`src/rtl/pu_compare_sched_pkg.sv`:
```
// Shared op-codes and scheduler state encodings for the compare scheduler and its PU.
// Latency: n/a (constants and types only).
// Backpressure: n/a.
package pu_compare_sched_pkg;

    // Comparison op-codes understood by the comparator PU
    localparam int OP_EQ  = 0;
    localparam int OP_LT  = 1;
    localparam int OP_LTE = 2;
    localparam int OP_GT  = 3;
    localparam int OP_GTE = 4;

    // Scheduler FSM states
    typedef enum logic [2:0] {
        ST_INIT  = 3'd0,
        ST_IDLE  = 3'd1,
        ST_WR_A  = 3'd2,
        ST_WR_B  = 3'd3,
        ST_WAIT  = 3'd4,
        ST_READ  = 3'd5
    } state_e;

endpackage

```
`src/rtl/pu_compare_sched_arb.sv`:
```
// Round-robin arbiter: one-hot grant, search starts just after the pointer.
// Latency: combinational.
// Backpressure: none; the caller decides when a grant is consumed.
module rr_arbiter #(
    parameter int REQ_NUM = 4,
    parameter int IDX_W   = (REQ_NUM > 1) ? $clog2(REQ_NUM) : 1
) (
    input  logic [REQ_NUM-1:0] req,
    input  logic [IDX_W-1:0]   ptr,
    output logic [REQ_NUM-1:0] grant
);

    logic [IDX_W-1:0] idx;
    logic             found;

    // Walk requesters ptr+1, ptr+2, ... wrapping, and grant the first one set
    always_comb begin
        grant = '0;
        found = 1'b0;
        idx   = '0;
        for (int i = 1; i <= REQ_NUM; i++) begin
            idx = IDX_W'((int'(ptr) + i) % REQ_NUM);
            if (!found && req[idx]) begin
                grant[idx] = 1'b1;
                found      = 1'b1;
            end
        end
    end

endmodule

```
`src/rtl/pu_compare_sched.sv`:
```
// Arbitrates REQ_NUM compare requesters onto one comparator PU, round-robin.
// Latency: ack one cycle after req is sampled in IDLE, resp_valid four cycles after ack.
// Backpressure: requesters hold req until ack; one comparison in flight, one per 5 cycles.
module pu_compare_sched
    import pu_compare_sched_pkg::*;
#(
    parameter int DATA_WIDTH = 32,
    parameter int ATTR_WIDTH = 4,
    parameter int SEL_WIDTH  = 3,
    parameter int REQ_NUM    = 4
) (
    input  logic                            clk,
    input  logic                            rst,
    input  logic [REQ_NUM-1:0]              req,
    input  logic [REQ_NUM*SEL_WIDTH-1:0]    req_op,
    input  logic [REQ_NUM*DATA_WIDTH-1:0]   req_a,
    input  logic [REQ_NUM*DATA_WIDTH-1:0]   req_b,
    output logic [REQ_NUM-1:0]              ack,
    output logic [REQ_NUM-1:0]              resp_valid,
    output logic                            resp_result,
    output logic                            busy,
    output logic                            pu_rst,
    output logic                            pu_wr,
    output logic                            pu_oe,
    output logic [DATA_WIDTH-1:0]           pu_data_in,
    output logic [ATTR_WIDTH-1:0]           pu_attr_in,
    output logic [SEL_WIDTH-1:0]            pu_op_sel,
    input  logic [DATA_WIDTH-1:0]           pu_data_out
);

    localparam int IDX_W = (REQ_NUM > 1) ? $clog2(REQ_NUM) : 1;

    state_e                state;
    logic [IDX_W-1:0]      rr_ptr;
    logic [REQ_NUM-1:0]    grant;
    logic [REQ_NUM-1:0]    grant_q;
    logic [IDX_W-1:0]      grant_idx;
    logic [SEL_WIDTH-1:0]  sel_op;
    logic [DATA_WIDTH-1:0] sel_a;
    logic [DATA_WIDTH-1:0] sel_b;
    logic [DATA_WIDTH-1:0] b_q;

    // Only the outcome bit of the PU result is meaningful
    logic unused_dout;
    assign unused_dout = ^pu_data_out[DATA_WIDTH-1:1];

    assign pu_attr_in = '0;

    rr_arbiter #(
        .REQ_NUM (REQ_NUM),
        .IDX_W   (IDX_W)
    ) u_arb (
        .req   (req),
        .ptr   (rr_ptr),
        .grant (grant)
    );

    // Encode the one-hot grant and mux out that requester's op-code and operands
    always_comb begin
        grant_idx = '0;
        sel_op    = '0;
        sel_a     = '0;
        sel_b     = '0;
        for (int i = 0; i < REQ_NUM; i++) begin
            if (grant[i]) begin
                grant_idx = IDX_W'(i);
                sel_op    = req_op[i*SEL_WIDTH +: SEL_WIDTH];
                sel_a     = req_a[i*DATA_WIDTH +: DATA_WIDTH];
                sel_b     = req_b[i*DATA_WIDTH +: DATA_WIDTH];
            end
        end
    end

    // Scheduler FSM; every output is set on the transition into the state that owns it
    always_ff @(posedge clk or negedge rst) begin
        if (!rst) begin
            state       <= ST_INIT;
            rr_ptr      <= IDX_W'(REQ_NUM - 1);
            grant_q     <= '0;
            b_q         <= '0;
            ack         <= '0;
            resp_valid  <= '0;
            resp_result <= 1'b0;
            busy        <= 1'b1;
            pu_rst      <= 1'b1;
            pu_wr       <= 1'b0;
            pu_oe       <= 1'b0;
            pu_data_in  <= '0;
            pu_op_sel   <= '0;
        end else begin
            ack        <= '0;
            resp_valid <= '0;
            pu_rst     <= 1'b0;
            pu_wr      <= 1'b0;
            pu_oe      <= 1'b0;
            pu_data_in <= '0;
            case (state)
                ST_INIT: begin
                    busy  <= 1'b0;
                    state <= ST_IDLE;
                end
                ST_IDLE: begin
                    if (|req) begin
                        grant_q    <= grant;
                        rr_ptr     <= grant_idx;
                        b_q        <= sel_b;
                        ack        <= grant;
                        pu_wr      <= 1'b1;
                        pu_data_in <= sel_a;
                        pu_op_sel  <= sel_op;
                        busy       <= 1'b1;
                        state      <= ST_WR_A;
                    end
                end
                ST_WR_A: begin
                    pu_wr      <= 1'b1;
                    pu_data_in <= b_q;
                    state      <= ST_WR_B;
                end
                ST_WR_B: begin
                    // Idle cycle on the PU bus while it registers the comparison
                    state <= ST_WAIT;
                end
                ST_WAIT: begin
                    pu_oe <= 1'b1;
                    state <= ST_READ;
                end
                ST_READ: begin
                    resp_valid  <= grant_q;
                    resp_result <= pu_data_out[0];
                    busy        <= 1'b0;
                    state       <= ST_IDLE;
                end
                default: begin
                    pu_rst <= 1'b1;
                    busy   <= 1'b1;
                    state  <= ST_INIT;
                end
            endcase
        end
    end

endmodule

```
`config.mk`:
```
export PLATFORM = sky130hd
export DESIGN_NAME = pu_compare_sched
export DESIGN_NICKNAME = d
export VERILOG_FILES = /design/src/rtl/pu_compare_sched_pkg.sv /design/src/rtl/pu_compare_sched_arb.sv /design/src/rtl/pu_compare_sched.sv
export SDC_FILE = /design/constraint.sdc
export NUM_CORES = 1
export LEC_CHECK = 0
export CORE_AREA = 2 2 139 141
export CTS_CLUSTER_DIAMETER = 100
export DETAILED_ROUTE_END_ITERATION = 7
export DIE_AREA = 0 0 141 143
export PLACE_DENSITY_LB_ADDON = 0.05
export SETUP_SLACK_MARGIN = 0.15
export SLEW_MARGIN = 25
export SYNTH_ARGS = -nofsm -noshare
export SYNTH_HDL_FRONTEND = slang
export SYNTH_SLANG_ARGS = --single-unit
```
`constraint.sdc`:
```
create_clock -name clk -period 4.85 [get_ports clk]
set_input_delay 0.97 -clock clk [delete_from_list [all_inputs] [get_ports clk]]
set_output_delay 0.97 -clock clk [all_outputs]
set_load 0.02 [all_outputs]
```
# Yosys cells after proc, flatten, opt, wreduce, memory -nomap -nowiden
# Cells that the tools add are included.
# classes
n_lt_le_gt_ge,8
n_mux,51
add_sub_neg,4
reduce_logical,17
bitwise_logic,4
n_eq_ne,6
# op_table
op,count
2-to-1 mux 32 bit,9
one-hot mux 32 bit (2 select lines),1
2-to-1 mux 4 bit,7
2-to-1 mux 1 bit,16
2-to-1 mux 3 bit,5
one-hot mux 3 bit (5 select lines),1
< comparator 2 x 3 -> 1 bit (second input constant),4
OR 4 bit,3
binary-select mux 1 bit (select 2 bit),4
demux 1 bit (select 2 bit),4
greater-or-equal comparator 2 x 1 -> 1 bit (second input constant),4
logical AND 1 bit,7
equality test 3 x 2 -> 1 bit (second input constant),2
equality test 3 bit (second input constant),2
OR reduction 6 bit,1
adder 2 x 1 -> 2 bit (second input constant),2
adder 2 bit (second input constant),2
2-to-1 mux 2 bit,2
AND reduction 2 bit,2
OR reduction 4 bit,1
equality test 3 x 1 -> 1 bit (second input constant),1
zero test 1 bit,3
zero test 3 bit,1
one-hot mux 1 bit (3 select lines),1
other kinds (5),5
# totals
output_inout_bits,52
reg_bits,89
in_bits,306

# Logic depth before layout (Yosys ltp)
# logic_depth
word_depth,19
mapped_depth,13
ltp_nobuf,8

# Modules after synthesis
# From an unflattened synthesis, not the netlist that was laid out.
# hier_totals
hier_cells,650
hier_area_um2,5920.7
# modules_own_cells
mod,area_each_um2,instances,cells_each,seq_area_each_um2
pu_compare_sched,5562.8,1,612,2232.1
rr_arbiter,357.8,1,38,0.0

# Worst setup path before layout
# No wires, ideal clock.
# synth_timing
path_kind,register to register
start,register rr_ptr[0]
end,register b_q[25]
synth_period_minus_slack_ns,3.141
setup_slack_ns,1.709
arrival_time_ns,3.010
setup_ns,0.131
path_stages_with_launch,12
path_cell_list,dfstp_2 -> buf_2 -> buf_2 -> inv_1 -> ha_1 -> mux4_2 -> o31a_1 -> a221o_1 -> buf_4 -> buf_4 -> a221oi_1 -> o22ai_1
# synth_between
elab_chain_len,17
elab_cells_between_ends,52
classes_between,add/sub: 4; order compare: 8; mux: 27; bitwise: 3; reduce/logical: 10
# synth_lines
element,line_no,source
start: declaration,pu_compare_sched.sv:34,logic [IDX_W-1:0] rr_ptr;
start signal: assignment,pu_compare_sched.sv:78,rr_ptr <= IDX_W'(REQ_NUM - 1);
start signal: assignment,pu_compare_sched.sv:105,rr_ptr <= grant_idx;
branches (longest 12 deep; another with < comparator 2 x 3 -> 1 bit),--,
2-to-1 mux 4 bit *,pu_compare_sched_arb.sv:23,if (!found && req[idx]) begin
2-to-1 mux 32 bit (3 in series),pu_compare_sched.sv:65,if (grant[i]) begin
2-to-1 mux 32 bit *,pu_compare_sched.sv:65,
end signal: assignment,pu_compare_sched.sv:106,b_q <= sel_b;
end: declaration,pu_compare_sched.sv:41,logic [DATA_WIDTH-1:0] b_q;
# Mark *: on every way between the ends. The select of a mux whose other input is x is not followed.
# A chain may end at the register's enable or synchronous reset.

# Final worst setup path
# layout_timing
start,input port req[2]
end,register b_q[29]
# layout_between
elab_chain_len,16
elab_cells_between_ends,30
classes_between,mux: 19; bitwise: 3; reduce/logical: 8
# layout_lines
element,line_no,source
start: declaration,pu_compare_sched.sv:14,"input logic [REQ_NUM-1:0] req,"
binary-select mux 1 bit (select 2 bit),pu_compare_sched_arb.sv:23,
2-to-1 mux 1 bit (implied by the code),pu_compare_sched_arb.sv:23,
2-to-1 mux 1 bit,pu_compare_sched_arb.sv:23,
zero test 1 bit,pu_compare_sched_arb.sv:23,
logical AND 1 bit,pu_compare_sched_arb.sv:23,
2-to-1 mux 1 bit,pu_compare_sched_arb.sv:23,
zero test 1 bit,pu_compare_sched_arb.sv:23,
logical AND 1 bit,pu_compare_sched_arb.sv:23,
2-to-1 mux 1 bit,pu_compare_sched_arb.sv:23,
zero test 1 bit,pu_compare_sched_arb.sv:23,
logical AND 1 bit,pu_compare_sched_arb.sv:23,
2-to-1 mux 4 bit,pu_compare_sched_arb.sv:23,
2-to-1 mux 32 bit (4 in series),pu_compare_sched.sv:65,
# Several ways; a longest one is shown, not always the timed one. The select of a mux whose other input is x is not followed.

==> metrics.cfg <==
[place]
place_ws_ns = 0.7839
gp_congestion = 0.8550
io_buffers = 322
dp_hpwl_um = 18240

[cts]
post_cts_buffers = 0
cts_max_path_buffers = 2
clkSinkCount = 89
clock_latency_ns = 0.36
cts_root_buf = clkbuf_16
cts_max_level = 3
numCtsBuffers = 9
path_clk_slew_ns = 0.08
hold_buffers = 0
cts_tree = done
ctsResizeCount = 0

[pwr]
p_comb_frac = 0.709
clock_power_share = 0.103
switching_share = 0.5194
p_switching_w = 0.003624
vdd_drop_max_v = 0.0003801
p_leak_nw = 3.802
seq_power_share = 0.187
p_int_w = 0.003353
p_per_area_mw_per_mm2 = 715.3

[floorplanning]
dieWidth_um = 141
die_h_um = 143
rows = 50
core_mm2 = 0.01858
die_area_mm2 = 0.02016
io_pins = 358
start_util = 0.3294

[setup_path]
endpoint_kind = flop
crit_type = in -> reg
start_kind = input pin
cp_slowest_cell = mux4_2
path_depth = 7
ff2ff_setup_slack_ns = 1.16
reg2reg_from = rr_ptr[0]
cp.arrival_ns = 3.96
worstPathRequired_ns = 5.08
rr_worst_depth = 8
cp_top_family = compound AO/OA/AOI/OAI gates
regToRegEndpoint = b_q[29]
crit_buf_inv = 2
path_max_fanout = 39
cp_cell_sequence = clkdlybuf4s50_1 > mux4_2 > o31a_1 > a221o_4 > buf_4 > a221oi_1 > o22ai_1
slowest_delay_ns = 0.65

[yosys]
avgSynthCellArea_um2 = 8.621
yosys-top-cells-count = o21ai_0, dfrtp_1, inv_1
synth_top_area_share = 0.3475
synth_edf_count = 0
synth-seq-area-share = 0.3647
ys_top_cells_by_area = dfrtp_1, o21ai_0, a211oi_1, a221oi_1, a32oi_1
synthMuxAreaShare = 0.01431
synth-compound-area-share = 0.4227
ys.flop_type = dfrtp_1
synth_adder_area_share = 0.01635
yosysMostFrequentCell = o21ai_0
yosys.area.top_type = dfrtp_1
yosys.area_share.simple = 0.06419
synth_area_mm2 = 0.006121
netlist_instances = 710
synth_cell_types = 51
async_flop_share = 1.000
synth-seq-cells = 89
yosys_warnings = 0
synth_top_family_by_area = compound AO/OA/AOI/OAI gates
synth_xor_area_frac = 0

[timing]
rsz0062_at_grt = no
slew_violations = 0
fin_ws_ns = 1.126
relSlewSlack = 0.4410
whs_ns = 0.4716
finalCritPeriodShare = 0.7678
setup_viol = 0
fmax_mhz = 268.6
worstMarginPinSlew_ns = 0.8385
fin_setup_tns_ns = 0
min_period_ns = 3.724
final-hold-violation-count = 0
fin_skew_ns = 0.006115

[routing]
drtIter0Drc = 358
drc = 0
met2_wirelength_um = 13060
routedLengthMet1_um = 10860
vias_per_cell = 5.673
ant_nets = 0
drt-total-wl_um = 26900
top_layer_used = met4
dr_wl_met3_um = 2016
vias = 6893
dr.pass1.iters = 5
wl_per_cell_um = 22.14

[min_path]
hold-path-endpoint = grant_q[1]
hp-start = grant_q[1]
hold_depth = 1
hold_class = reg -> reg

[global_routing]
grt_pass1_wl_um = 39940
grt_pass1_vias = 6742
grt.total_usage = 0.2594
grt_max_degree = 74
antenna_found_initial = 1
grt-ovfl-total = 0

[finish]
fillerInstances = 1760
nets = 1289
layout-drive-gt1-share = 0.07551
syn_to_final_growth_pct = 59.34

[flow_run]
max-cap-violations = 0

[status]
outcome = completed

-- metrics by stage --
stage	instances	power, W	util	instance area (µm²)
floorplan	713	0.004630	-	6132
global placement	1198	0.006227	0.5090	9457
detailed placement	1198	0.006230	0.5090	9457
CTS	1214	0.006972	0.5248	9751
global route	1215	0.007489	0.5249	9753
finish	1215	0.006976	0.5249	9753
-- power groups by stage --
| stage | registers [W] | clock network [W] | logic (W) |
|---|---|---|---|
| finish | 0.00131 | 0.000721 | 0.00495 |
| global route | 0.00134 | 0.000767 | 0.00538 |
| CTS | 0.00131 | 0.000735 | 0.00493 |
| detailed placement | 0.00132 | 0 | 0.00491 |
| global placement | 0.00131 | 0 | 0.00491 |
| floorplan | 0.00137 | 0 | 0.00326 |
-- sequential cells by signal, summed over array words and instances (netlist names), 2 cells and up --
name,count
ack,4
b_q,32
grant_q,4
pu_data_in,32
pu_op_sel,3
resp_valid,4
rr_ptr,2
state,3
-- metal layers --
metal	vias up	track usage
met5	-	0
met4	0	0.1100
met3	54	0.06707
met2	304	0.4246
met1	3300	0.3257
li1	3235	-
-- worst max-delay path by stage --
stage	startpoint	to	slack, ns
after global placement	req[2]	pu_data_in[13]	0.73
after CTS	req[2]	pu_data_in[21]	1.17
after detailed placement	req[2]	pu_data_in[31]	0.78
after global routing	req[2]	pu_data_in[21]	0.90
final	req[2]	b_q[29]	1.13
after floorplan	rr_ptr[0]	b_q[25]	1.71
-- cell usage in the layout, fill, tap and decap left out, types with 2 or more instances in the layout --
cell type          n
mux4_2             2
mux2_2             2
dfrtp_1           85
nor2_1            43
ha_1               8
clkdlybuf4s50_1  321
a32oi_1           32
a21o_1             3
nand3b_1           2
mux2i_1            2
or2_2              3
dfstp_2            4
a211oi_1          68
inv_6              5
o22ai_1           36
buf_12             4
conb_1             4
nor3b_1            3
clkbuf_16          9
and2_1             8
a21oi_1           36
or3b_1             2
and3_1             2
nand2b_1           3
buf_4             18
a221oi_2          11
nand2_1            8
inv_1             70
o21ai_0          102
a221oi_1          57
a221o_4            2
-- worst reg2reg max path, stage by stage (launching register included) --
cell and delay [ns]:
dfstp_2 0.76, inv_1 0.19, ha_1 0.44, mux4_2 0.43, o31a_1 0.35, a221o_4 0.56, buf_4 0.32, a221oi_1 0.37
o22ai_1 0.15
-- logic make-up after synthesis --
family                     count (synthesis)
AOI/OAI and AO/OA                        363
adders and majority gates                  8
buffers and inverters                    162
DFF                                       89
muxes                                      6
other                                      1
and+or+nand+nor                           81
-- area by class of cell --
class / count / area [µm²] / share of cell area
diodes: 1 / 2.502 / 0.0002566
clock buffers: 9 / 225.2 / 0.02309
multi-input cells: 462 / 3241 / 0.3323
repair buffers: 343 / 3428 / 0.3515
flip-flops and latches: 89 / 2232 / 0.2289
well taps: 234 / 292.8 / 0.03002
clock inverters: 7 / 68.82 / 0.007056
inverters: 70 / 262.8 / 0.02694
No activity file was read; power rests on OpenSTA's default activity.
==> RTL change 1: new RTL, same settings <==
Reset style: synchronous (`rst`), changed in one clocked block.
--- a/src/rtl/pu_compare_sched.sv
+++ b/src/rtl/pu_compare_sched.sv
@@ -73,5 +73,5 @@
 
     // Scheduler FSM; every output is set on the transition into the state that owns it
-    always_ff @(posedge clk or negedge rst) begin
+    always_ff @(posedge clk) begin
         if (!rst) begin
             state       <= ST_INIT;
Behaviour: differs if rst is asserted again (counterexample within 4 cycles, from zero or initial values and one cycle with rst low); with rst held inactive, the same outputs for 4 cycles.
==> RTL change 1 against the original RTL <==
Cell area up 0.54%; area after synthesis up 3.1%; routed wire length down 7.5%; worst setup slack better by 0.032 ns; largest cell class is now multi-input combinational cells; critical endpoint is now pu_data_in[18]; sequential cell count unchanged.
Power is not compared: it rests on default switching activity, and its combinational part moved more than twofold at a synthesized area within 25%.
==> RTL change 1: results (changes against the original RTL) <==
Status: finished, final reports clean
GRT Total Usage: 0.238 (-0.0213)
Critical Path Start: req[2]
Post-CTS Setup Bufs: 0 (unchanged)
Final nets: 1227 (-4.8%)
Actual slew at the worst max-slew pin: 0.922 ns (+0.0837 ns)
Clock Tree Buf Depth: 2 (unchanged)
Synth area leaders: dfxtp_1, a221oi_2, o2bb2ai_2
CTS buffer count: 9 (unchanged)
First-pass GRT wire length: 37200 um (-6.8%)
Unique masters post-synth: 52 (+2.0%)
Worst reg2reg setup slack: 1.19 ns (+0.03 ns)
Via count of the first global-routing pass: 6471 (-4.0%)
Cell count of the worst reg-to-reg path: 8 (unchanged)
Routed WL per cell: 21.6 um (-2.5%)
DP Wirelength: 17700 um (-3.2%)
DR vias: 6372 (-7.6%)
Number of I/O port buffers: 322 (unchanged)
H-tree Lvls: 3 (unchanged)
Crit path max fanout: 36 (-7.7%)
CTS resizes: 0 (unchanged)
Largest net degree at the start of global routing: 80 (+8.1%)
Worst R2R End: pu_data_in[18]
WHS Path Cells: 1 (unchanged)
Initial DRC Count: 210 (-41%)
Layout cell share with drive strength beyond 1: 0.223 (+0.148)
CP max stage cell: or2_4
GP Congestion: 0.908 (+6.2%)
Yosys warning total: 0 (unchanged)
CTS Sinks: 89 (unchanged)
DP Worst Slack: 0.786 ns (+0.00202 ns)
Placed cell area: 0.00951 sq mm (+0.54%)
Seq/Total Area, Yosys: 0.282 (-0.0825)
First-pass detailed-route iteration total: 4 (-1)
Clock skew: 0.00815 ns (+0.00204 ns)
R2R Path Start: rr_ptr[0]
Leakage power figure: 3.40 nW
Async S/R FF share, synth: 0 (-1.00)
CP max stage delay: 0.69 ns (+0.04 ns)
Post-synth top cells: nand2_1, dfxtp_1, a221oi_2, clkbuf_1, nor2_1
Hold_sp: grant_q[2]
WP data arrival: 3.95 ns (about the same)
Initial antenna violation count: 0 (-1)
ANT cells: 0 (-1)
Hold EP: resp_valid[2]
-- RTL change 1: cell count changes after synthesis, moves of 36 or more --
cell	unedited run	this run
o21ai_0	102	40
a221oi_2	12	62
a211oi_1	68	1
dfxtp_1	0	89
dfrtp_1	85	0
a221oi_1	57	5
a21oi_1	36	0
nand2_1	8	90
inv_1	70	2
-- RTL change 1: worst max path at each step --
stage	end	slack (ns)	cells after the start
2_1_floorplan	b_q[28]	2.05	8
3_3_place_gp	pu_data_in[18]	0.84	7
3_5_place_dp	pu_data_in[18]	0.79	7
4_1_cts	pu_data_in[18]	1.16	7
5_1_grt	pu_data_in[18]	0.89	8
6_report	pu_data_in[18]	1.16	7
-- RTL change 1: layout make-up --
type / instances / area (sq um)
clock buffer: 10 / 229
clock inverter: 6 / 68.8
fill: 1698 / 8770
inverter: 2 / 7.51
multi-input combinational: 477 / 4070
sequential: 89 / 1780
tap: 234 / 293
timing repair buffer: 334 / 3360
-- RTL change 1: metrics by stage --
| step | hold WS (ns) | util | instances |
|---|---|---|---|
| final | 0.465 | 0.528 | 1152 |
| after floorplan | 0.431 | - | 650 |
| after detailed placement | 0.450 | 0.512 | 1136 |
| after global placement | 0.450 | 0.512 | 1136 |
| after CTS | 0.466 | 0.528 | 1152 |
| after global routing | 0.498 | 0.528 | 1152 |
-- RTL change 1: kinds of logic (layout without fill, tap and decap cells) --
kind of cell	after synthesis	in the layout	synth area share
buffers and inverters	84	352	0.0818
other	1	4	0.000594
multiplexers	9	9	0.0228
flip-flops	89	89	0.282
AND/OR/NAND/NOR	199	199	0.149
adder cells (fa/ha/maj)	8	8	0.0159
AO/OA/AOI/OAI	257	257	0.448
-- RTL change 1: routing by layer --
layer  up-vias  GRT usage  wire [um]
met5         -          0          0
met4         0     0.0700        437
met3        24     0.0436       1510
met2       238      0.426      12500
met1      3047      0.292      10400
li1       3063          -          -
-- RTL change 1: worst register-to-register path, cell delays in order (launching register included) --
cell,delay (ns)
dfxtp_1,0.61
inv_1,0.24
ha_1,0.44
mux4_2,0.45
o21ai_0,0.46
or2_4,0.69
buf_12,0.28
a221oi_2,0.10
o31ai_2,0.29
-- RTL change 1: power by group through the flow --
stage / registers [W] / clock network, W / logic [W]
global route: 0.00100 / 0.000774 / 0.00238
CTS: 0.000987 / 0.000748 / 0.00222
detailed placement: 0.00100 / 0 / 0.00222
global placement: 0.000993 / 0 / 0.00218
finish: 0.000986 / 0.000733 / 0.00220
floorplan: 0.00102 / 0 / 0.00159
==> RTL change 2: new RTL, same flow settings <==
Made on the original files. `DATA_WIDTH`: 32 -> 40.
--- a/src/rtl/pu_compare_sched.sv
+++ b/src/rtl/pu_compare_sched.sv
@@ -5,5 +5,5 @@
     import pu_compare_sched_pkg::*;
 #(
-    parameter int DATA_WIDTH = 32,
+    parameter int DATA_WIDTH = 40,
     parameter int ATTR_WIDTH = 4,
     parameter int SEL_WIDTH  = 3,
Ports: changed (resized pu_data_in, pu_data_out, req_a and req_b); port bits go from 358 to 438. The function was not compared with the original's and may differ.
==> RTL change 2 against the original RTL <==
Area after synthesis grew 0.20%; register-to-register slack got worse by 0.30 ns; total power increased by 1.1%; worst setup slack worse by 0.27 ns; routed wire length is 4.6% higher; sequential cell count up 16; cell area rose by 7.7%; first-iteration DRC count up 23%; global-route usage up 1.1 points; critical path type is now flop to flop; largest cell class unchanged; largest power group unchanged.
==> RTL change 2: results (changes against the original RTL) <==
Routed WL per cell: 22.1 um (-0.14%)
Sequential power: 0.00149 W (+14%)
WP data arrival: 4.27 ns (+0.31 ns)
Vias/cell: 5.48 (-3.5%)
Actual slew at the worst max-slew pin: 0.986 ns (+0.147 ns)
Leakage power figure: 4.16 nW (+9.5%)
Post-synth top cells: dfrtp_1, a221oi_1, o21ai_0, nor2_1, a21oi_1
Routed length on met1: 11400 um (+4.6%)
Initial DRC Count: 439 (+23%)
Grt met1 use: 0.335 (+0.00964)
Worst IR Drop VDD: 464 uV (+22%)
DR WL met3: 1830 um (-9.5%)
Via count of the first global-routing pass: 6898 (+2.3%)
Critical Path Start: rr_ptr[0]
DR vias: 6970 (+1.1%)
DP Wirelength: 20600 um (+13%)
Routed wl met2: 14300 um (+9.3%)
DP Worst Slack: 0.523 ns (-0.261 ns)
Crit path max fanout: 64 (+64%)
Seq/Total Area, Yosys: 0.429 (+0.0645)
Hold_sp: grant_q[0]
Status: finished, final reports clean
GRT Total Usage: 0.270 (+0.0110)
Total Power: 0.00706 W (+1.1%)
DP Cell Count: 1256 (+4.8%)
First-pass GRT wire length: 41400 um (+3.6%)
Compound-Gate Fraction of Synth Area: 0.352 (-0.0708)
Post-synthesis adder-cell area fraction: 0.0163 (-0.0000334)
Mean Syn Cell Area: 9.01 sq um (+4.5%)
Unique masters post-synth: 42 (-18%)
Largest net degree at the start of global routing: 65 (-12%)
Clock skew: 0.00572 ns (-0.000391 ns)
Worst reg2reg setup slack: 0.86 ns (-0.30 ns)
Final Cycle Share: 0.823 (+0.0555)
Placed cell area: 0.0102 sq mm (+7.8%)
Number of I/O port buffers: 394 (+22%)
-- RTL change 2: changes by cell type in the layout (fill, tap and decap cells not counted), moves of 26 or more --
cell and change:
o21ai_0 -26, nand2_1 +36, a32oi_1 -32, o221ai_1 +40, clkdlybuf4s50_1 +72, a211oi_1 -67
inv_1 -26
-- RTL change 2: final cells by class --
type | count | area (sq um) | share of cell area
antenna | 1 | 2.50 | 0.000238
clock buffer | 9 | 225 | 0.0214
clock inverter | 7 | 77.6 | 0.00739
inverter | 44 | 165 | 0.0157
multi-input combinational | 458 | 2990 | 0.285
sequential | 105 | 2630 | 0.251
tap | 234 | 293 | 0.0279
timing repair buffer | 415 | 4110 | 0.392
-- RTL change 2: critical path: stages (launching register included) --
cell,delay [ns]
dfstp_2,0.68
inv_1,0.18
ha_1,0.37
mux4_2,0.60
o311a_1,0.44
a211oi_4,0.78
buf_12,0.38
a221oi_1,0.22
o22ai_1,0.22
